File: config.mk
export PLATFORM = sky130hd
export DESIGN_NAME = uart_rx_store
export DESIGN_NICKNAME = d
export VERILOG_FILES = /design/src/rtl/uart_rx_store.sv
export SDC_FILE = /design/constraint.sdc
export NUM_CORES = 1
export LEC_CHECK = 0
export CAP_MARGIN = 10
export CORE_UTILIZATION = 41
export DETAILED_ROUTE_END_ITERATION = 10
export PLACE_DENSITY = 0.65
export SLEW_MARGIN = 10
export SYNTH_ARGS = -nofsm -noshare
export SYNTH_HDL_FRONTEND = slang
export SYNTH_SLANG_ARGS = --single-unit
File: constraint.sdc
create_clock -name clk -period 2.5 [get_ports clk]
set_input_delay 0.5 -clock clk [delete_from_list [all_inputs] [get_ports clk]]
set_output_delay 0.5 -clock clk [all_outputs]
set_load 0.03 [all_outputs]
File: src/rtl/uart_rx_store.sv
// 8N1 UART receiver with 16x oversampling. Each good byte becomes a one-clock
// RAM write strobe at an address that advances by one after every write.
module uart_rx_store #(
  parameter int CLK_FREQ = 50_000_000,
  parameter int BAUD     = 9600
) (
  input  logic       clk,
  input  logic       rst,
  input  logic       rx,
  output logic [7:0] wr_data,
  output logic [7:0] addr,
  output logic       wr_en,
  output logic       frame_err,
  output logic       busy,
  output logic [2:0] state_dbg
);

  localparam int DIV = CLK_FREQ / (16 * BAUD);
  localparam int TW  = (DIV > 1) ? $clog2(DIV) : 1;
  localparam logic [TW-1:0] DIV_M1 = TW'(DIV - 1);

  typedef enum logic [2:0] {
    S_IDLE  = 3'd0,
    S_START = 3'd1,
    S_DATA  = 3'd2,
    S_STOP  = 3'd3,
    S_BREAK = 3'd4
  } state_t;

  state_t        state;
  logic          rx_m;
  logic          rx_s;
  logic [TW-1:0] tick_cnt;
  logic          tick;
  logic [3:0]    sample_cnt;
  logic [2:0]    bit_cnt;
  logic [7:0]    shift;

  // Synchronizer resets to the idle level so reset never looks like a start bit.
  always_ff @(posedge clk or posedge rst) begin
    if (rst) begin
      rx_m <= 1'b1;
      rx_s <= 1'b1;
    end else begin
      rx_m <= rx;
      rx_s <= rx_m;
    end
  end

  // Oversampling tick; held at zero in IDLE so it restarts on each start bit.
  assign tick = (state != S_IDLE) && (tick_cnt == DIV_M1);

  always_ff @(posedge clk or posedge rst) begin
    if (rst) begin
      tick_cnt <= '0;
    end else if (state == S_IDLE || tick) begin
      tick_cnt <= '0;
    end else begin
      tick_cnt <= tick_cnt + TW'(1);
    end
  end

  always_ff @(posedge clk or posedge rst) begin
    if (rst) begin
      state      <= S_IDLE;
      sample_cnt <= 4'd0;
      bit_cnt    <= 3'd0;
      shift      <= 8'h00;
      wr_data    <= 8'h00;
      addr       <= 8'h00;
      wr_en      <= 1'b0;
      frame_err  <= 1'b0;
    end else begin
      wr_en     <= 1'b0;
      frame_err <= 1'b0;
      if (wr_en) begin
        addr <= addr + 8'd1;
      end
      case (state)
        S_IDLE: begin
          if (!rx_s) begin
            state      <= S_START;
            sample_cnt <= 4'd0;
          end
        end
        S_START: begin
          if (tick) begin
            if (sample_cnt == 4'd7) begin
              sample_cnt <= 4'd0;
              bit_cnt    <= 3'd0;
              state      <= rx_s ? S_IDLE : S_DATA;
            end else begin
              sample_cnt <= sample_cnt + 4'd1;
            end
          end
        end
        S_DATA: begin
          if (tick) begin
            if (sample_cnt == 4'd15) begin
              sample_cnt <= 4'd0;
              shift      <= {rx_s, shift[7:1]};
              if (bit_cnt == 3'd7) begin
                bit_cnt <= 3'd0;
                state   <= S_STOP;
              end else begin
                bit_cnt <= bit_cnt + 3'd1;
              end
            end else begin
              sample_cnt <= sample_cnt + 4'd1;
            end
          end
        end
        S_STOP: begin
          if (tick) begin
            if (sample_cnt == 4'd15) begin
              sample_cnt <= 4'd0;
              if (rx_s) begin
                wr_data <= shift;
                wr_en   <= 1'b1;
                state   <= S_IDLE;
              end else begin
                frame_err <= 1'b1;
                state     <= S_BREAK;
              end
            end else begin
              sample_cnt <= sample_cnt + 4'd1;
            end
          end
        end
        S_BREAK: begin
          // One error per break: stay here until the line returns to idle.
          if (rx_s) begin
            state <= S_IDLE;
          end
        end
        default: state <= S_IDLE;
      endcase
    end
  end

  assign busy      = (state != S_IDLE);
  assign state_dbg = state;

endmodule

# After elaboration in Yosys (flattened, before gate mapping)
# Cells that the tools add are included.
[totals] regBits=47 word_cells=78 in_bits=3 output_inout_bits=22
[op_classes] reduce_logical=12 n_mux=33 eq_ne=18 add_sub_neg=4
[ops] operator="2-to-1 mux 3 bit" n=15
[ops] operator="2-to-1 mux 4 bit" n=5
[ops] operator="inequality test 2 bit (second input constant)" n=9
[ops] operator="one-hot mux 3 bit (5 select lines)" n=1
[ops] operator="one-hot mux 4 bit (3 select lines)" n=1
[ops] operator="adder 9 x 1 -> 9 bit (second input constant)" n=1
[ops] operator="== test 9 bit (second input constant)" n=1
[ops] operator="2-to-1 mux 9 bit" n=1
[ops] operator="AND reduction 9 bit" n=1
[ops] operator="adder 8 x 1 -> 8 bit (second input constant)" n=1
[ops] operator="2-to-1 mux 1 bit" n=8
[ops] operator="AND reduction 4 bit" n=2
[ops] operator="== test 3 x 2 -> 1 bit (second input constant)" n=2
[ops] operator="== test 3 bit (second input constant)" n=2
[ops] operator="one-hot mux 3 bit (2 select lines)" n=1
[ops] operator="nonzero test 3 bit" n=2
[ops] operator="AND reduction 5 bit" n=1
[ops] operator="adder 4 x 1 -> 4 bit (second input constant)" n=1
[ops] operator="== test 4 x 3 -> 1 bit (second input constant)" n=1
[ops] operator="== test 4 bit (second input constant)" n=1
[ops] operator="adder 3 x 1 -> 3 bit (second input constant)" n=1
[ops] operator="== test 3 x 1 -> 1 bit (second input constant)" n=1
[ops] operator="zero test 3 bit" n=1
[ops] operator="AND reduction 3 bit" n=1
[ops] operator="other kinds (6)" n=6

# Longest topological paths before layout
[logic_depth] ltp_word=5 ltp_mapped=6 depth_no_buf=6

# Least setup slack after synthesis
# Ideal clock, no wire load.
[synth_path] path_kind="register to register" startpoint="reg tick_cnt[5]" endpoint="reg state[0] (netlist: state_dbg[0])" period_less_slack_ns=2.208 arrival_time_ns=2.097 setup_ns=0.111 n_path_buf=0 t_required_ns=2.389 slack_ns=0.292 path_stages_with_launch=5 cell_sequence="dfrtp_1 -> or4b_4 -> or4_4 -> mux2_2 -> a2111oi_2"
[synth_between] elab_chain_len=4 word_cells_on_any_way=6 classes_between="4 x eq/ne; 2 x reduce/logical"
[synth_lines] element="from (decl)" line_no="33" source="logic [TW-1:0] tick_cnt;"
[synth_lines] element="from (signal assigned)" line_no="59" source="tick_cnt <= tick_cnt + TW'(1);"
[synth_lines] element="== test 9 bit (*)" line_no="51" source="assign tick = (state != S_IDLE) && (tick_cnt == DIV_M1);"
[synth_lines] element="logical AND 1 bit (*)" line_no="51"
[synth_lines] element="inequality test 2 bit (no line)"
[synth_lines] element="AND reduction 9 bit (no line) (*)"
[synth_lines] element="to (signal assigned)" line_no="91" source="state <= rx_s ? S_IDLE : S_DATA;"
[synth_lines] element="to (decl)" line_no="30" source="state_t state;"
# Mark *: on every way between the ends. The rest lies on a longest branch, timed or not.
# A chain may end at the register's enable or synchronous reset.

# Worst setup path after layout
[layout_path] startpoint="reg state[1] (netlist: state_dbg[1])" endpoint="out busy"
[layout_between] elab_chain_len=1
[layout_lines] element="nonzero test 3 bit" line_no="141" source="assign busy = (state != S_IDLE);"
[layout_lines] element="to (decl)" line_no="14" source="output logic busy,"
# No other way between the ends.

==> flow_summary.toml <==
[power_and_ir_drop]
ir_drop_uv = 309
power.leakage_nw = 1.20
powerDensity_nw_per_um2 = 507

[critical_path]
r2r_slack_ns = 0.20
critPathCaptureType = "output pin"
start_kind = "register"
crit_chain = "or3_1 -> clkdlybuf4s50_1"
cp.required_ns = 2.00
crit_path_end = "busy"
cp_max_fo = 6
slowest_stage = "clkdlybuf4s50_1"
worstPathArrival_ns = 1.81
crit_start = "state_dbg[1]"
crit_type = "reg -> out"
r2r_end = "state_dbg[0]"
reg2reg_depth = 4
slowest_delay_ns = 0.61
r2r_start = "tick_cnt[5]"

[floorplan]
die_y_um = 74.8
ios = 25
die_area_um2 = 5600
rows = 26
initial_core_util_pct = 42.6
core-area_um2 = 5110
fp.dieW_um = 74.8

[clock_network]
cts_root_buf = "clkbuf_8"
htreeDepth = 2
ctsHoldBuffers = 0
cts_resized = 0
postCtsSetupBuffers = 0
numCtsBuffers = 5
cts.clk_slew.worst_paths_ns = 0.09
cts_tree = "built"
worstSkewPairLatency_ns = 0.30
cts_sinks = 47
clock_path_buffers = 2

[worst_hold_path]
hold_path_class = "reg -> reg"

[timing]
slew_viol_final = 0
timing.final.crit_share_pct = 92.2
fin_worst_skew_ns = 0.0115
tns_ns = 0
fin_hold_ws_ns = 0.367
period_minus_slack_ns = 2.31
rsz0062_at_grt = "false"
max_slew_margin_pct = 62.0
tightest_slew_ns = 0.565
hold_viol = 0
final-setup-viol-count = 0
fmax_mhz = 434

[logic_synthesis]
synth_edf_count = 0
synthAdderAreaFrac_pct = 3.45
syn-cell-area_um2 = 2170
ys_seq_area_share_pct = 54.2
synth_nets = 199
synth-xor-area-share_pct = 6.44
postSynthCellCount = 190
synth_compound_area_share_pct = 5.87
synth_flop_cell = "dfrtp_1"
avgSynthCellArea_um2 = 11.4
synth_top_family_by_area = "simple AND/OR/NAND/NOR gates"
ys_types = 37
synthMuxAreaShare_pct = 9.84
synthArstFlopShare_pct = 100
ys_seq_elements = 47
yosysWarnings = 0
synth-simple-area-share_pct = 18.3

[detailed_routing]
ant_nets = 0
num_vias = 1535
drc = 0
drt_iter0_drc = 100
routed_wirelength_mm = 3.99
wl_per_cell_um = 13.6
avgViaCountPerCell = 5.24
dr.pass1.iters = 7

[cells_and_area]
antenna_cells = 0
final.fill_count = 468
drive_gt1_share_pct = 19.3
nNetsFinal = 231
area_growth_pct = 21.3
stdcell_area_um2 = 2640

[grt]
antenna_found_initial = 0
grt_pass1_vias = 1482
grt_pass1_wl_mm = 6.84
gr-total-overflow = 0
grt_max_degree = 48
grt_usage_pct = 16.1

[run]
cap_viol_max_count = 0

[placed_design]
port_buffers = 24
hpwl_mm = 2.83
finalWeightedCongestion = 0.772
place_area_um2 = 2530

[run_status]
outcome = "finished clean"
## metal layers
metal  wire [um]  vias to the layer above  track usage (%)
met5           0                        -                0
met4          36                        0             5.66
met2        1930                       38             26.3
met3         130                        4             3.21
li1            -                      733                -
met1        1890                      760             21.4
## layout by cell type (no fill, tap or decap), drive strengths merged, types with 2 or more instances in the layout
| cell type | n |
|---|---|
| nor3 | 7 |
| inv | 6 |
| and3 | 2 |
| nor4b | 2 |
| a211o | 2 |
| nand4 | 4 |
| nor3b | 2 |
| or2 | 3 |
| a21oi | 2 |
| clkdlybuf4s50 | 24 |
| xor2 | 6 |
| nor2 | 18 |
| mux2 | 19 |
| nand3 | 10 |
| dfrtp | 45 |
| o21ai | 7 |
| xnor2 | 10 |
| and4 | 2 |
| nor4 | 2 |
| dfstp | 2 |
| nand2 | 14 |
| o41ai | 2 |
| buf | 6 |
| clkbuf | 6 |
| ha | 6 |
## worst max-delay path, delay by kind of cell (launching register included)
| kind | cells | cell delay, ns |
|---|---|---|
| and+or+nand+nor | 1 | 0.45 |
| DFF | 1 | 0.46 |
| buffers and inverters | 1 | 0.61 |
## synth_stat cells (3+ instances only)
cell / n / area [um2]
nand4_1: 4 / 25.0
nand3_1: 10 / 50.1
or2_2: 3 / 18.8
nor3_1: 6 / 30.0
o21ai_0: 7 / 35.0
inv_1: 6 / 22.5
nand2_1: 14 / 52.6
ha_1: 6 / 75.1
mux2_2: 19 / 214
nor2_1: 18 / 67.6
xor2_1: 6 / 52.6
dfrtp_1: 45 / 1130
xnor2_1: 10 / 87.6
clkbuf_1: 5 / 18.8
## worst min path at each step
| stage | startpoint | to | slack (ns) | cells after the start |
|---|---|---|---|---|
| after floorplan | rx_m | rx_s | 0.35 | 0 |
| after global placement | rx_m | rx_s | 0.35 | 0 |
| after detailed placement | rx_m | rx_s | 0.35 | 0 |
| after CTS | rx_m | rx_s | 0.37 | 0 |
| after global routing | rx_m | rx_s | 0.38 | 0 |
| final | rx_m | rx_s | 0.37 | 0 |
## where the power goes
part / leakage [nW] / internal (mW) / switching [mW]
sequential: 0.635 / 0.762 / 0.00221
combinational: 0.509 / 0.00472 / 0.0153
clock: 0.0514 / 0.299 / 0.255
total: 1.20 / 1.07 / 0.272
## sequential cells by signal, indices dropped and copies added (netlist names)
signal / flops
state_dbg: 3
wr_data: 8
tick_cnt: 9
shift: 8
rx_s: 1
addr: 8
frame_err: 1
bit_cnt: 3
sample_cnt: 4
rx_m: 1
wr_en: 1
## logic make-up (layout without fill, tap and decap cells)
kind of cell | after synthesis | in the layout
and+or+nand+nor | 73 | 73
AOI/OAI and AO/OA | 18 | 18
adders and majority gates | 6 | 6
muxes | 19 | 19
DFF | 47 | 47
buffers and inverters | 11 | 44
xor gates and xnor gates | 16 | 16
## area by class of cell
cell class | instances | area (um2) | share of cell area, %
clock inverter | 2 | 37.5 | 1.42
tap | 70 | 87.6 | 3.32
clock buffer | 6 | 72.6 | 2.75
multi-input combinational | 132 | 955 | 36.2
timing repair buffer | 30 | 285 | 10.8
inverter | 6 | 22.5 | 0.853
sequential | 47 | 1180 | 44.7
## stage by stage
step                worst slack, ns  instances  total power, mW  util (%)
floorplan                     0.292        190            0.792         -
global placement              0.248        285            0.801      49.5
detailed placement            0.213        285            0.801      49.5
CTS                           0.183        293             1.35      51.7
global route                  0.120        293             1.39      51.7
finish                        0.194        293             1.34      51.7
No activity file was read; power rests on OpenSTA's default activity.
==> edit 1: new RTL, config.mk and constraints unchanged <==
Make the reset (`rst`) synchronous in 3 clocked blocks.
--- a/src/rtl/uart_rx_store.sv
+++ b/src/rtl/uart_rx_store.sv
@@ -37,7 +37,7 @@
   logic [7:0]    shift;
 
   // Synchronizer resets to the idle level so reset never looks like a start bit.
-  always_ff @(posedge clk or posedge rst) begin
+  always_ff @(posedge clk) begin
     if (rst) begin
       rx_m <= 1'b1;
       rx_s <= 1'b1;
@@ -50,7 +50,7 @@
   // Oversampling tick; held at zero in IDLE so it restarts on each start bit.
   assign tick = (state != S_IDLE) && (tick_cnt == DIV_M1);
 
-  always_ff @(posedge clk or posedge rst) begin
+  always_ff @(posedge clk) begin
     if (rst) begin
       tick_cnt <= '0;
     end else if (state == S_IDLE || tick) begin
@@ -60,7 +60,7 @@
     end
   end
 
-  always_ff @(posedge clk or posedge rst) begin
+  always_ff @(posedge clk) begin
     if (rst) begin
       state      <= S_IDLE;
       sample_cnt <= 4'd0;
Function: differs if rst is asserted again (counterexample within 4 cycles, from zero or initial values and one cycle with rst high); with rst held inactive, the same outputs for 10 cycles.
==> edit 1 against the unedited design <==
Synthesized area is 0.46% higher. Maximum frequency up 0.61%. Clock skew shrank 0.0056 ns. Sequential share of layout area fell by 8.0 points. Largest cell class is now multi-input combinational cells. Critical path depth rose by 2. Routed wire length is 0.80% higher. First-iteration DRC count decreased by 1.0%. Design area shrank 2.8%. Sequential cell count is the same. Setup slack gained 0.014 ns.
Power is not compared: it rests on default switching activity, and its combinational part moved more than twofold at a synthesized area within 25%.
==> edit 1: results <==
set metrics [dict create \
    timing.rr.end "wr_data[3]$_SDFFE_PP0P_" \
    grt_use_total 0.151 \
    hold_path_end "rx_s$_SDFF_PP1_" \
    met3WireLength_um 91 \
    place_congestion 0.799 \
    synth_area_leaders "dfxtp_1 (43%), mux2i_1 (8.2%), nor2_1 (6.4%)" \
    layout-drive-gt1-share 0.0817 \
    skew_ns 0.00588 \
    synthFlopType "dfxtp_1" \
    ys_top_cells_by_count "dfxtp_1 (47), nor2_1 (37), mux2i_1 (18)" \
    status "finished clean" \
    drt_wl_total_mm 4.02 \
    dp_hpwl_mm 2.79 \
    tightestPinTransition_ns 0.610 \
    detail_route.iter0.violations 99 \
    dp_cells 320 \
    async_reset_ff_frac 0 \
    m1WireLength_mm 2.04 \
    drt_first_pass_iters 4 \
    synth_cell_types 50 \
    ctsResizeCount 0 \
    seq_area_frac_synth 0.431 \
    worstHoldStart "rx_m$_SDFF_PP1_" \
    whs_ns 0.418 \
    placed_area_mm2 0.00247 \
    place_ws_ns 0.404 \
    reg2regPathDepth 6 \
    reg2reg_from "tick_cnt[0]$_SDFF_PP0_" \
    wl_met2_mm 1.83 \
    hold_depth 1 \
    synth.net_count 245 \
    grt_pass1_wl_mm 6.52 \
    synth_area_per_cell_um2 9.26 \
    r2r_slack_ns 0.43 \
    grt_max_degree 40 \
    max_stage_delay_ns 0.59 \
    via_count 1684 \
    cp.arrival_ns 1.79 \
]
[edit 1: cell count changes after synthesis, moves of 7 or more]
cell     delta
mux2_2     -19
mux2i_1    +18
dfxtp_1    +47
nor2_1     +19
xnor2_1     -7
dfrtp_1    -45
a21oi_1     +7
nand2_1     -8
[edit 1: layer usage]
layer / track usage / vias up
li1: - / 880
met1: 0.204 / 781
met2: 0.238 / 17
met3: 0.0321 / 6
met4: 0.0503 / 0
met5: 0 / -
[edit 1: cells by family after synthesis]
family | synth area share
AOI/OAI and AO/OA | 0.125
and+or+nand+nor | 0.232
muxes | 0.0825
DFF | 0.431
buffers and inverters | 0.0435
xor gates and xnor gates | 0.0521
adders and majority gates | 0.0344
[edit 1: cell type report]
type | count | area [um^2]
multi-input cells | 168 | 1150
flip-flops and latches | 47 | 941
inverters | 7 | 26.3
clock inverters | 1 | 8.76
well taps | 70 | 87.6
clock buffers | 6 | 82.6
fillers | 496 | 2540
repair buffers | 28 | 270
==> edit 2: new RTL, config.mk and constraints unchanged <==
Without the edit above. Set the parameter `BAUD` to 19200 (it was 9600).
--- a/src/rtl/uart_rx_store.sv
+++ b/src/rtl/uart_rx_store.sv
@@ -2,7 +2,7 @@
 // RAM write strobe at an address that advances by one after every write.
 module uart_rx_store #(
   parameter int CLK_FREQ = 50_000_000,
-  parameter int BAUD     = 9600
+  parameter int BAUD     = 19200
 ) (
   input  logic       clk,
   input  logic       rst,
Function: same outputs for any inputs over 10 cycles, from zero or initial values and one cycle with rst high; that may be too few to reach the edited logic, so the function may still have changed.
==> edit 2 against the unedited design <==
Routed wire length is 4.3% lower. Setup slack better by 0.025 ns. Via count is 10% lower. Total power is 8.4% lower. Largest cell class unchanged. Critical path type unchanged. Global-route usage is 0.46 points higher. Maximum frequency is 1.1% higher. Sequential cell count is 1 lower. Synthesized area is 5.7% lower. First-iteration DRC count is 12% higher. Largest power group unchanged. Clock power is 17% lower. Design area is 6.5% lower.
==> edit 2: results <==
set metrics [dict create \
    reg2regPathDepth 6 \
    drt_first_pass_iters 4 \
    final_nets 211 \
    skew_ns 0.00580 \
    reg2reg_from "tick_cnt[1]$_DFF_PP0_" \
    detail_route.iter0.violations 112 \
    async_reset_ff_frac 1.00 \
    seq_area_frac_synth 0.563 \
    grt_pass1_wl_mm 6.51 \
    synth_area_leaders "dfrtp_1 (54%), mux2_2 (11%), ha_1 (3.7%)" \
    hold_depth 0 \
    status "finished clean" \
    timing.rr.end "sample_cnt[3]$_DFFE_PP0P_" \
    drt_wl_total_mm 3.82 \
    critPathMaxFanout 8 \
    dp_hpwl_mm 2.75 \
    synth_top_area_frac 0.537 \
    vias_per_cell 5.10 \
    cts_buffers 5 \
    synth.net_count 182 \
    p_leak_nw 1.17 \
    whs_ns 0.358 \
    peakVddDrop_mv 0.226 \
    grt_max_degree 47 \
    ys_top_cells_by_count "dfrtp_1 (44), mux2_2 (20), nor2_1 (16)" \
    layout-drive-gt1-share 0.172 \
    place_congestion 0.853 \
    r2r_slack_ns 0.48 \
]
-- edit 2: cell types whose count changed in the layout (fill, tap and decap cells not counted), moves of 3 or more --
cell,delta
buf_4,-4
inv_1,+4
nand2_1,-3
nor2_1,-3
nor3_1,-5
o21ai_0,-7
or2_2,-3
xnor2_1,-5
-- edit 2: per-stage QoR --
stage | worst slack, ns | area (um^2) | power (mW) | cells
4_1_cts | 0.0686 | 2460 | 1.25 | 270
3_3_place_gp | 0.423 | 2370 | 0.782 | 262
2_1_floorplan | 0.596 | 2050 | 0.774 | 173
5_1_grt | 0.108 | 2470 | 1.29 | 270
3_5_place_dp | 0.416 | 2370 | 0.783 | 262
6_report | 0.219 | 2470 | 1.23 | 270
-- edit 2: critical path: stages, from the launching register on --
cell and delay, ns:
dfrtp_1 0.48, nor2_2 0.28, nand2_1 0.12, clkdlybuf4s50_1 0.61
-- edit 2: kinds of logic after synthesis --
group                    Yosys count  synth area share
buffers and inverters             14            0.0262
adder cells (fa/ha/maj)            6            0.0366
multiplexers                      22             0.120
flip-flops                        46             0.563
AND/OR/NAND/NOR                   58             0.151
XOR/XNOR                          13            0.0555
AO/OA/AOI/OAI                     14            0.0488
-- edit 2: routing by layer --
layer | track usage | routed length [um]
met1 | 0.193 | 1620
met2 | 0.285 | 2050
met3 | 0.0497 | 125
met4 | 0.0697 | 26
met5 | 0 | 0
-- edit 2: worst max-delay path by stage --
stage	startpoint	to	slack (ns)	cells after the start
2_1_floorplan	tick_cnt[2]$_DFF_PP0_	sample_cnt[3]$_DFFE_PP0P_	0.60	5
3_3_place_gp	state_dbg[1]$_DFFE_PP0P_	busy	0.42	3
3_5_place_dp	state_dbg[1]$_DFFE_PP0P_	busy	0.42	3
4_1_cts	state_dbg[1]$_DFFE_PP0P_	busy	0.07	3
5_1_grt	state_dbg[1]$_DFFE_PP0P_	busy	0.11	3
6_report	state_dbg[1]$_DFFE_PP0P_	busy	0.22	3
-- edit 2: layout make-up --
class	count	area [um^2]
clock inverter	1	5.00
multi-input combinational	113	846
inverter	10	37.5
timing repair buffer	26	255
tap	67	83.8
fill	442	2290
clock buffer	7	86.3
sequential	46	1150
-- edit 2: what timing repair did --
| action | in CTS | in global routing |
|---|---|---|
| endpoints found under the hold margin | 0 | 0 |
| gates resized for setup | 0 | 1 |
| hold buffers | 0 | 0 |
| setup endpoints to repair | 0 | 1 |
-- edit 2: power groups by stage --
stage	combinational, mW	sequential, mW	clock, mW
after floorplan	0.0114	0.762	0
after global placement	0.0194	0.763	0
after detailed placement	0.0201	0.763	0
after CTS	0.0199	0.748	0.482
after global routing	0.0223	0.749	0.516
final	0.0186	0.748	0.459
